<file path="src/rtl/freq_meter_pkg.sv">
// Shared definitions for the frequency meter: default clock rate and FSM state encoding.
// Latency: n/a (types and constants only).
// Backpressure: n/a.
package freq_meter_pkg;

  // Default clk_in frequency in Hz; a 1 s window uses this many gate cycles.
  localparam int unsigned BASE_FREQ_DEF = 50_000_000;

  // Measurement FSM: idle, counting window open, one-cycle result publish.
  typedef enum logic [1:0] {
    ST_IDLE    = 2'd0,
    ST_MEASURE = 2'd1,
    ST_DONE    = 2'd2
  } fm_state_t;

endpackage

</file>
<file path="src/rtl/sync_edge_det.sv">
// Brings an asynchronous signal into clk_in through two flops and flags its rising edges.
// Latency: edge pulse is high in the third clk_in cycle after the input transition.
// Backpressure: none; one pulse per observed rising edge, never stalled.
//
// Ports:
//   clk_in      system clock
//   rst_a_n     asynchronous active-low reset, clears every flop
//   sig_in      asynchronous input signal
//   edge_pulse  one-cycle pulse per synchronized rising edge
module sync_edge_det (
  input  logic clk_in,
  input  logic rst_a_n,
  input  logic sig_in,
  output logic edge_pulse
);

  logic meta_q;    // first stage, may go metastable
  logic sync_q;    // second stage, safe to use
  logic sync_d_q;  // previous synchronized value for edge detection

  always_ff @(posedge clk_in or negedge rst_a_n) begin
    if (!rst_a_n) begin
      meta_q   <= 1'b0;
      sync_q   <= 1'b0;
      sync_d_q <= 1'b0;
    end else begin
      meta_q   <= sig_in;
      sync_q   <= meta_q;
      sync_d_q <= sync_q;
    end
  end

  assign edge_pulse = sync_q & ~sync_d_q;

endmodule

</file>
<file path="src/rtl/freq_meter.sv">
// Counts rising edges of sig_in over a GATE_CYCLES-long window and publishes the count.
// Latency: done asserts GATE_CYCLES+1 cycles after the start cycle; one DONE cycle between windows.
// Backpressure: none; start is ignored unless idle, results simply hold until the next done.
//
// Ports:
//   clk_in, rst_a_n  clock and asynchronous active-low reset
//   sig_in           measured signal (asynchronous to clk_in)
//   start            one-cycle request to open a window (only honoured in IDLE)
//   cont             continuous mode, sampled in the DONE cycle
//   busy             high while a window is open
//   done             one-cycle pulse when freq_count/ovf update
//   freq_count, ovf  edge count of the last window and its saturation flag
//   period_count     (only with FREQ_METER_PERIOD_EN) clk_in cycles between the last two
//                    edges of the last window, 0 if fewer than two edges
//
// Build option: define FREQ_METER_PERIOD_EN to add the period_count output and its counters.
module freq_meter
  import freq_meter_pkg::*;
#(
  parameter int unsigned BASE_FREQ   = BASE_FREQ_DEF,
  parameter int unsigned GATE_CYCLES = 50_000_000,
  parameter int unsigned CNT_W       = 26
) (
  input  logic             clk_in,
  input  logic             rst_a_n,
  input  logic             sig_in,
  input  logic             start,
  input  logic             cont,
  output logic             busy,
  output logic             done,
  output logic [CNT_W-1:0] freq_count,
`ifdef FREQ_METER_PERIOD_EN
  output logic [CNT_W-1:0] period_count,
`endif
  output logic             ovf
);

  localparam int unsigned      GATE_W    = (GATE_CYCLES > 1) ? $clog2(GATE_CYCLES) : 1;
  localparam logic [GATE_W-1:0] GATE_LAST = GATE_W'(GATE_CYCLES - 1);
  localparam logic [CNT_W-1:0]  CNT_MAX   = {CNT_W{1'b1}};

  // A zero-length window or zero clock rate makes the gate compare meaningless.
  if (GATE_CYCLES == 0 || BASE_FREQ == 0) begin : g_cfg_err
    $error("freq_meter: GATE_CYCLES and BASE_FREQ must be non-zero");
  end

  fm_state_t         state_q;
  fm_state_t         state_d;
  logic              edge_pulse;
  logic [GATE_W-1:0] gate_cnt;
  logic [CNT_W-1:0]  edge_cnt;
  logic [CNT_W-1:0]  edge_cnt_nxt;
  logic              ovf_int;
  logic              ovf_nxt;
  logic              gate_last;

  sync_edge_det u_sync_edge_det (
    .clk_in     (clk_in),
    .rst_a_n    (rst_a_n),
    .sig_in     (sig_in),
    .edge_pulse (edge_pulse)
  );

  assign gate_last = (state_q == ST_MEASURE) && (gate_cnt == GATE_LAST);

  // ---------------- FSM ----------------
  always_ff @(posedge clk_in or negedge rst_a_n) begin
    if (!rst_a_n) state_q <= ST_IDLE;
    else          state_q <= state_d;
  end

  always_comb begin
    state_d = state_q;
    case (state_q)
      ST_IDLE:    if (start)     state_d = ST_MEASURE;
      ST_MEASURE: if (gate_last) state_d = ST_DONE;
      ST_DONE:    state_d = cont ? ST_MEASURE : ST_IDLE;
      default:    state_d = ST_IDLE;
    endcase
  end

  always_comb begin
    busy = (state_q == ST_MEASURE);
    done = (state_q == ST_DONE);
  end

  // ---------------- window counters ----------------
  // Saturating edge count; ovf_int marks an edge that arrived with the counter already full.
  always_comb begin
    edge_cnt_nxt = edge_cnt;
    ovf_nxt      = ovf_int;
    if (edge_pulse) begin
      if (edge_cnt == CNT_MAX) ovf_nxt      = 1'b1;
      else                     edge_cnt_nxt = edge_cnt + 1'b1;
    end
  end

  // Counters are held at zero outside MEASURE, so every window starts clean
  // whether it was entered from IDLE or straight from DONE.
  always_ff @(posedge clk_in or negedge rst_a_n) begin
    if (!rst_a_n) begin
      gate_cnt <= '0;
      edge_cnt <= '0;
      ovf_int  <= 1'b0;
    end else if (state_q != ST_MEASURE) begin
      gate_cnt <= '0;
      edge_cnt <= '0;
      ovf_int  <= 1'b0;
    end else begin
      gate_cnt <= gate_cnt + 1'b1;
      edge_cnt <= edge_cnt_nxt;
      ovf_int  <= ovf_nxt;
    end
  end

  // Results are captured on the last MEASURE edge using the next-state values,
  // so an edge in the final window cycle is included and done sees fresh data.
  always_ff @(posedge clk_in or negedge rst_a_n) begin
    if (!rst_a_n) begin
      freq_count <= '0;
      ovf        <= 1'b0;
    end else if (gate_last) begin
      freq_count <= edge_cnt_nxt;
      ovf        <= ovf_nxt;
    end
  end

`ifdef FREQ_METER_PERIOD_EN
  // ---------------- period measurement ----------------
  logic [CNT_W-1:0] per_run;       // cycles since the previous edge, minus one
  logic [CNT_W-1:0] per_run_inc;
  logic [CNT_W-1:0] per_last;      // spacing of the two most recent edges
  logic [CNT_W-1:0] per_run_nxt;
  logic [CNT_W-1:0] per_last_nxt;

  assign per_run_inc = (per_run == CNT_MAX) ? per_run : per_run + 1'b1;

  always_comb begin
    per_run_nxt  = per_run_inc;
    per_last_nxt = per_last;
    if (edge_pulse) begin
      per_run_nxt = '0;
      // A non-zero edge count means a previous edge exists in this window.
      if (edge_cnt != '0) per_last_nxt = per_run_inc;
    end
  end

  always_ff @(posedge clk_in or negedge rst_a_n) begin
    if (!rst_a_n) begin
      per_run  <= '0;
      per_last <= '0;
    end else if (state_q != ST_MEASURE) begin
      per_run  <= '0;
      per_last <= '0;
    end else begin
      per_run  <= per_run_nxt;
      per_last <= per_last_nxt;
    end
  end

  always_ff @(posedge clk_in or negedge rst_a_n) begin
    if (!rst_a_n)       period_count <= '0;
    else if (gate_last) period_count <= per_last_nxt;
  end
`endif

endmodule
</file>
<file path="config.mk">
export PLATFORM = sky130hd
export DESIGN_NAME = freq_meter
export DESIGN_NICKNAME = d
export VERILOG_FILES = /design/src/rtl/freq_meter_pkg.sv /design/src/rtl/sync_edge_det.sv /design/src/rtl/freq_meter.sv
export SDC_FILE = /design/constraint.sdc
export NUM_CORES = 1
export LEC_CHECK = 0
export BUFFER_PORTS_ARGS = -buffer_cell sky130_fd_sc_hd__buf_2
export CAP_MARGIN = 20
export CORE_MARGIN = 2
export CORE_UTILIZATION = 30
export DETAILED_ROUTE_END_ITERATION = 7
export PLACE_DENSITY_LB_ADDON = 0.12
export SLEW_MARGIN = 10
export SYNTH_ARGS = -nofsm -noshare
export SYNTH_HDL_FRONTEND = slang
export SYNTH_SLANG_ARGS = --single-unit
</file>
<file path="constraint.sdc">
create_clock -name clk_in -period 3.5 [get_ports clk_in]
set_clock_uncertainty 0.2 [all_clocks]
set_input_delay 0.35 -clock clk_in [delete_from_list [all_inputs] [get_ports clk_in]]
set_output_delay 0.35 -clock clk_in [all_outputs]
set_load 0.01 [all_outputs]
</file>
==> results.toml <==
[run_status]
run_status = "complete, no violations"

[sta]
max_slew.worst_pin.slew_ns = 0.876
period_utilization_pct = 82.5
hold_viol_final = 0
final.setup.worst_slack_ns = 0.611
finalSetupTns_ns = 0
period_needed_ns = 2.89
drv_slew = 0
fin_worst_hold_slack_ns = 0.0628
finalSetupViolCount = 0
rsz0062_at_grt = "no"
remaining_max_slew_budget_at_the_tightest_pin_pct = 41.6
achievable-frequency_mhz = 346

[routing]
detailroute.via_count = 2753
drt_pass1_iterations = 4
drt-initial-drc-count = 73
postRouteAntennaNets = 0
wl_per_cell_um = 13.8
route.final.wire_length_mm = 8.20
viasPerCell = 4.62
drc = 0

[clock_tree]
post_cts.resized_instances = 0
clkSinkCount = 85
cts_tree = "done"
cts-root-to-sink-buffers = 2
clock_tree.htree_level_count = 3
post-cts-setup-buffers = 0
cts_buffers = 9
clkLatencyLatePin_ns = 0.34
clockRootBuffer = "clkbuf_16"
clk_transition_reported_paths_ns = 0.06

[worst_setup_path]
critical_path.max_fanout = 34
cp-start-kind = "flip-flop"
critical_path_arrival_ns = 2.96
crit_required_ns = 3.57
end_kind = "flip-flop"
worstSetupPathType = "reg -> reg"

[die]
start_util_pct = 30.8
fp.dieH_um = 118
io_pins = 34
chipWidth_um = 118
coreArea_um2 = 12600
num_rows = 41
die-area_um2 = 13900

[placed_design]
post-place-cells = 580
gp_congestion = 0.767
post_dp_cell_area_um2 = 4220
placement.setup.worst_slack_ns = 0.604
port-buffer-count = 33
dpl.hpwl_mm = 5.58

[final_layout]
multiInputGateArea_um2 = 1660
final_util_pct = 35.8
cell_area_after_layout_um2 = 4520
area.growth.synth_to_final_pct = 16.5
final-instance-count-excl-fill = 596
antennaDiodeCount = 0
layout.area.seq_um2 = 2130
fillCellCount = 1329
post_route_cells_drive_above_1_share_pct = 15.8
fin_nets = 428

[yosys]
synth_warnings = 0
synth.lib_cells_used.distinct = 37
post_synth_inst_count = 384
yosys_register_bits = 85
fraction_of_the_yosys_area_taken_by_sequential_cells_pct = 54.8
synthFlopType = "dfrtp_1"
async_flop_share_pct = 100
synth_area_per_cell_um2 = 10.1
post_synth_net_total = 391
mappedNetlistArea_um2 = 3880
synth_enable_flop_cells = 0

[power]
total_power_mw = 2.26
worst_case_vdd_ir_drop_uv = 202
power_per_cell_area_nw_per_um2 = 500
cellLeakagePower_nw = 2.04

[global_routing]
grt.total_usage_pct = 12.7
first_global_vias = 2684
maximum_number_of_pins_on_one_net_before_global_route_repair = 53
initial_antenna_violation_count = 0
grt_overflow = 0
global_route_wire_length_before_repair_mm = 14.0

[hold_path]
hp-class = "in -> reg"

[run]
maxCapViolCount = 0
## placed cells by master (no fill, tap or decap), types with 2 or more instances in the layout
master | netlist | final
a21oi_1 | 7 | 7
a21oi_2 | 13 | 13
and2_1 | 3 | 3
and3_1 | 7 | 7
and4_1 | 7 | 7
buf_2 | 1 | 32
buf_4 | 0 | 6
clkbuf_1 | 9 | 2
clkbuf_16 | 0 | 9
dfrtp_1 | 85 | 85
dlygate4sd3_1 | 0 | 2
ha_1 | 2 | 2
inv_1 | 3 | 3
mux2i_1 | 3 | 3
nand2_1 | 34 | 34
nand2b_1 | 3 | 2
nand3_1 | 19 | 19
nand4_1 | 17 | 17
nor2_1 | 76 | 76
nor2b_1 | 3 | 3
nor3_1 | 9 | 9
nor3b_1 | 3 | 3
nor4_1 | 5 | 5
o21ai_0 | 13 | 13
or3_1 | 2 | 2
or4_1 | 2 | 2
xnor2_1 | 18 | 18
xor2_1 | 28 | 28
## power by group
group | switching (mW) | internal (mW) | total (mW)
clock network | 0.368 | 0.564 | 0.932
registers | 0.0760 | 1.06 | 1.13
logic | 0.112 | 0.0870 | 0.199
total | 0.556 | 1.71 | 2.26
## logic make-up (layout without fill, tap and decap cells)
family | Yosys count | in the layout | share of synthesized area, %
AND/OR/NAND/NOR | 196 | 196 | 25.0
flip-flops | 85 | 85 | 54.8
XOR/XNOR | 46 | 46 | 10.4
AO/OA/AOI/OAI | 35 | 35 | 6.00
buffers and inverters | 17 | 57 | 2.42
multiplexers | 3 | 3 | 0.774
adder cells (fa/ha/maj) | 2 | 2 | 0.645
## final cells by class
class	instances	share of cell area, %
Clock inverter	2	0.775
Clock buffer	12	5.45
Timing Repair Buffer	40	4.98
Sequential cell	85	47.0
Tap cell	172	4.76
Inverter	3	0.249
Multi-Input combinational cell	282	36.8
## what timing repair did
| item | 4_1_cts | 5_1_grt |
|---|---|---|
| hold endpoints to repair | 51 | 0 |
| endpoints found under the setup margin | 0 | 0 |
| hold buffers | 2 | 0 |
## registers in the layout, summed over array words and instances, names as in the netlist
register	cells
gate_cnt	26
edge_cnt	26
u_sync_edge_det.sync_d_q	1
ovf_int	1
u_sync_edge_det.sync_q	1
u_sync_edge_det.meta_q	1
ovf	1
state_q	2
freq_count	26
## cell usage after synthesis, types with 2 or more instances
cell      instances  share of area, %
xor2_1           28               6.3
mux2i_1           3              0.77
a21oi_1           7              0.90
and4_1            7               1.6
nor3_1            9               1.2
o21ai_0          13               1.7
nand2b_1          3              0.48
nor4_1            5              0.81
a21oi_2          13               2.9
nor3b_1           3              0.58
and2_1            3              0.48
inv_1             3              0.29
nand4_1          17               2.7
nand3_1          19               2.5
dfrtp_1          85                55
or4_1             2              0.39
ha_1              2              0.64
clkbuf_1          9              0.87
or3_1             2              0.32
and3_1            7               1.1
xnor2_1          18               4.1
nand2_1          34               3.3
nor2_1           76               7.4
nor2b_1           3              0.48
## layer usage
metal | global-route usage [%] | vias to the layer above | part of all wire, %
li1 | - | 1389 | -
met1 | 17.4 | 1316 | 50
met2 | 19.2 | 35 | 45
met3 | 2.71 | 13 | 2.9
met4 | 5.87 | 0 | 2.1
met5 | 0 | - | 0
## critical path: stages, from the launching register on
cell	delay, ns
dfrtp_1	0.44
or4b_1	0.52
or4_1	0.42
or4_4	0.54
nor2_8	0.46
nor2_1	0.10
a21oi_2	0.12
## path summary, 6_finish.rpt
path / start / end / slack [ns] / cells after the start
max: gate_cnt[16] / freq_count[10] / 0.61 / 6
min: cont / state_q[0] / 0.06 / 3
max reg2reg: gate_cnt[16] / freq_count[10] / 0.61 / 6
min reg2reg: u_sync_edge_det.meta_q / u_sync_edge_det.sync_q / 0.19 / 0
max in group asynchronous: rst_a_n / freq_count[4] / 1.98 / 3
min in group asynchronous: rst_a_n / freq_count[20] / 0.39 / 2
Power figures use the tool's default switching activity.
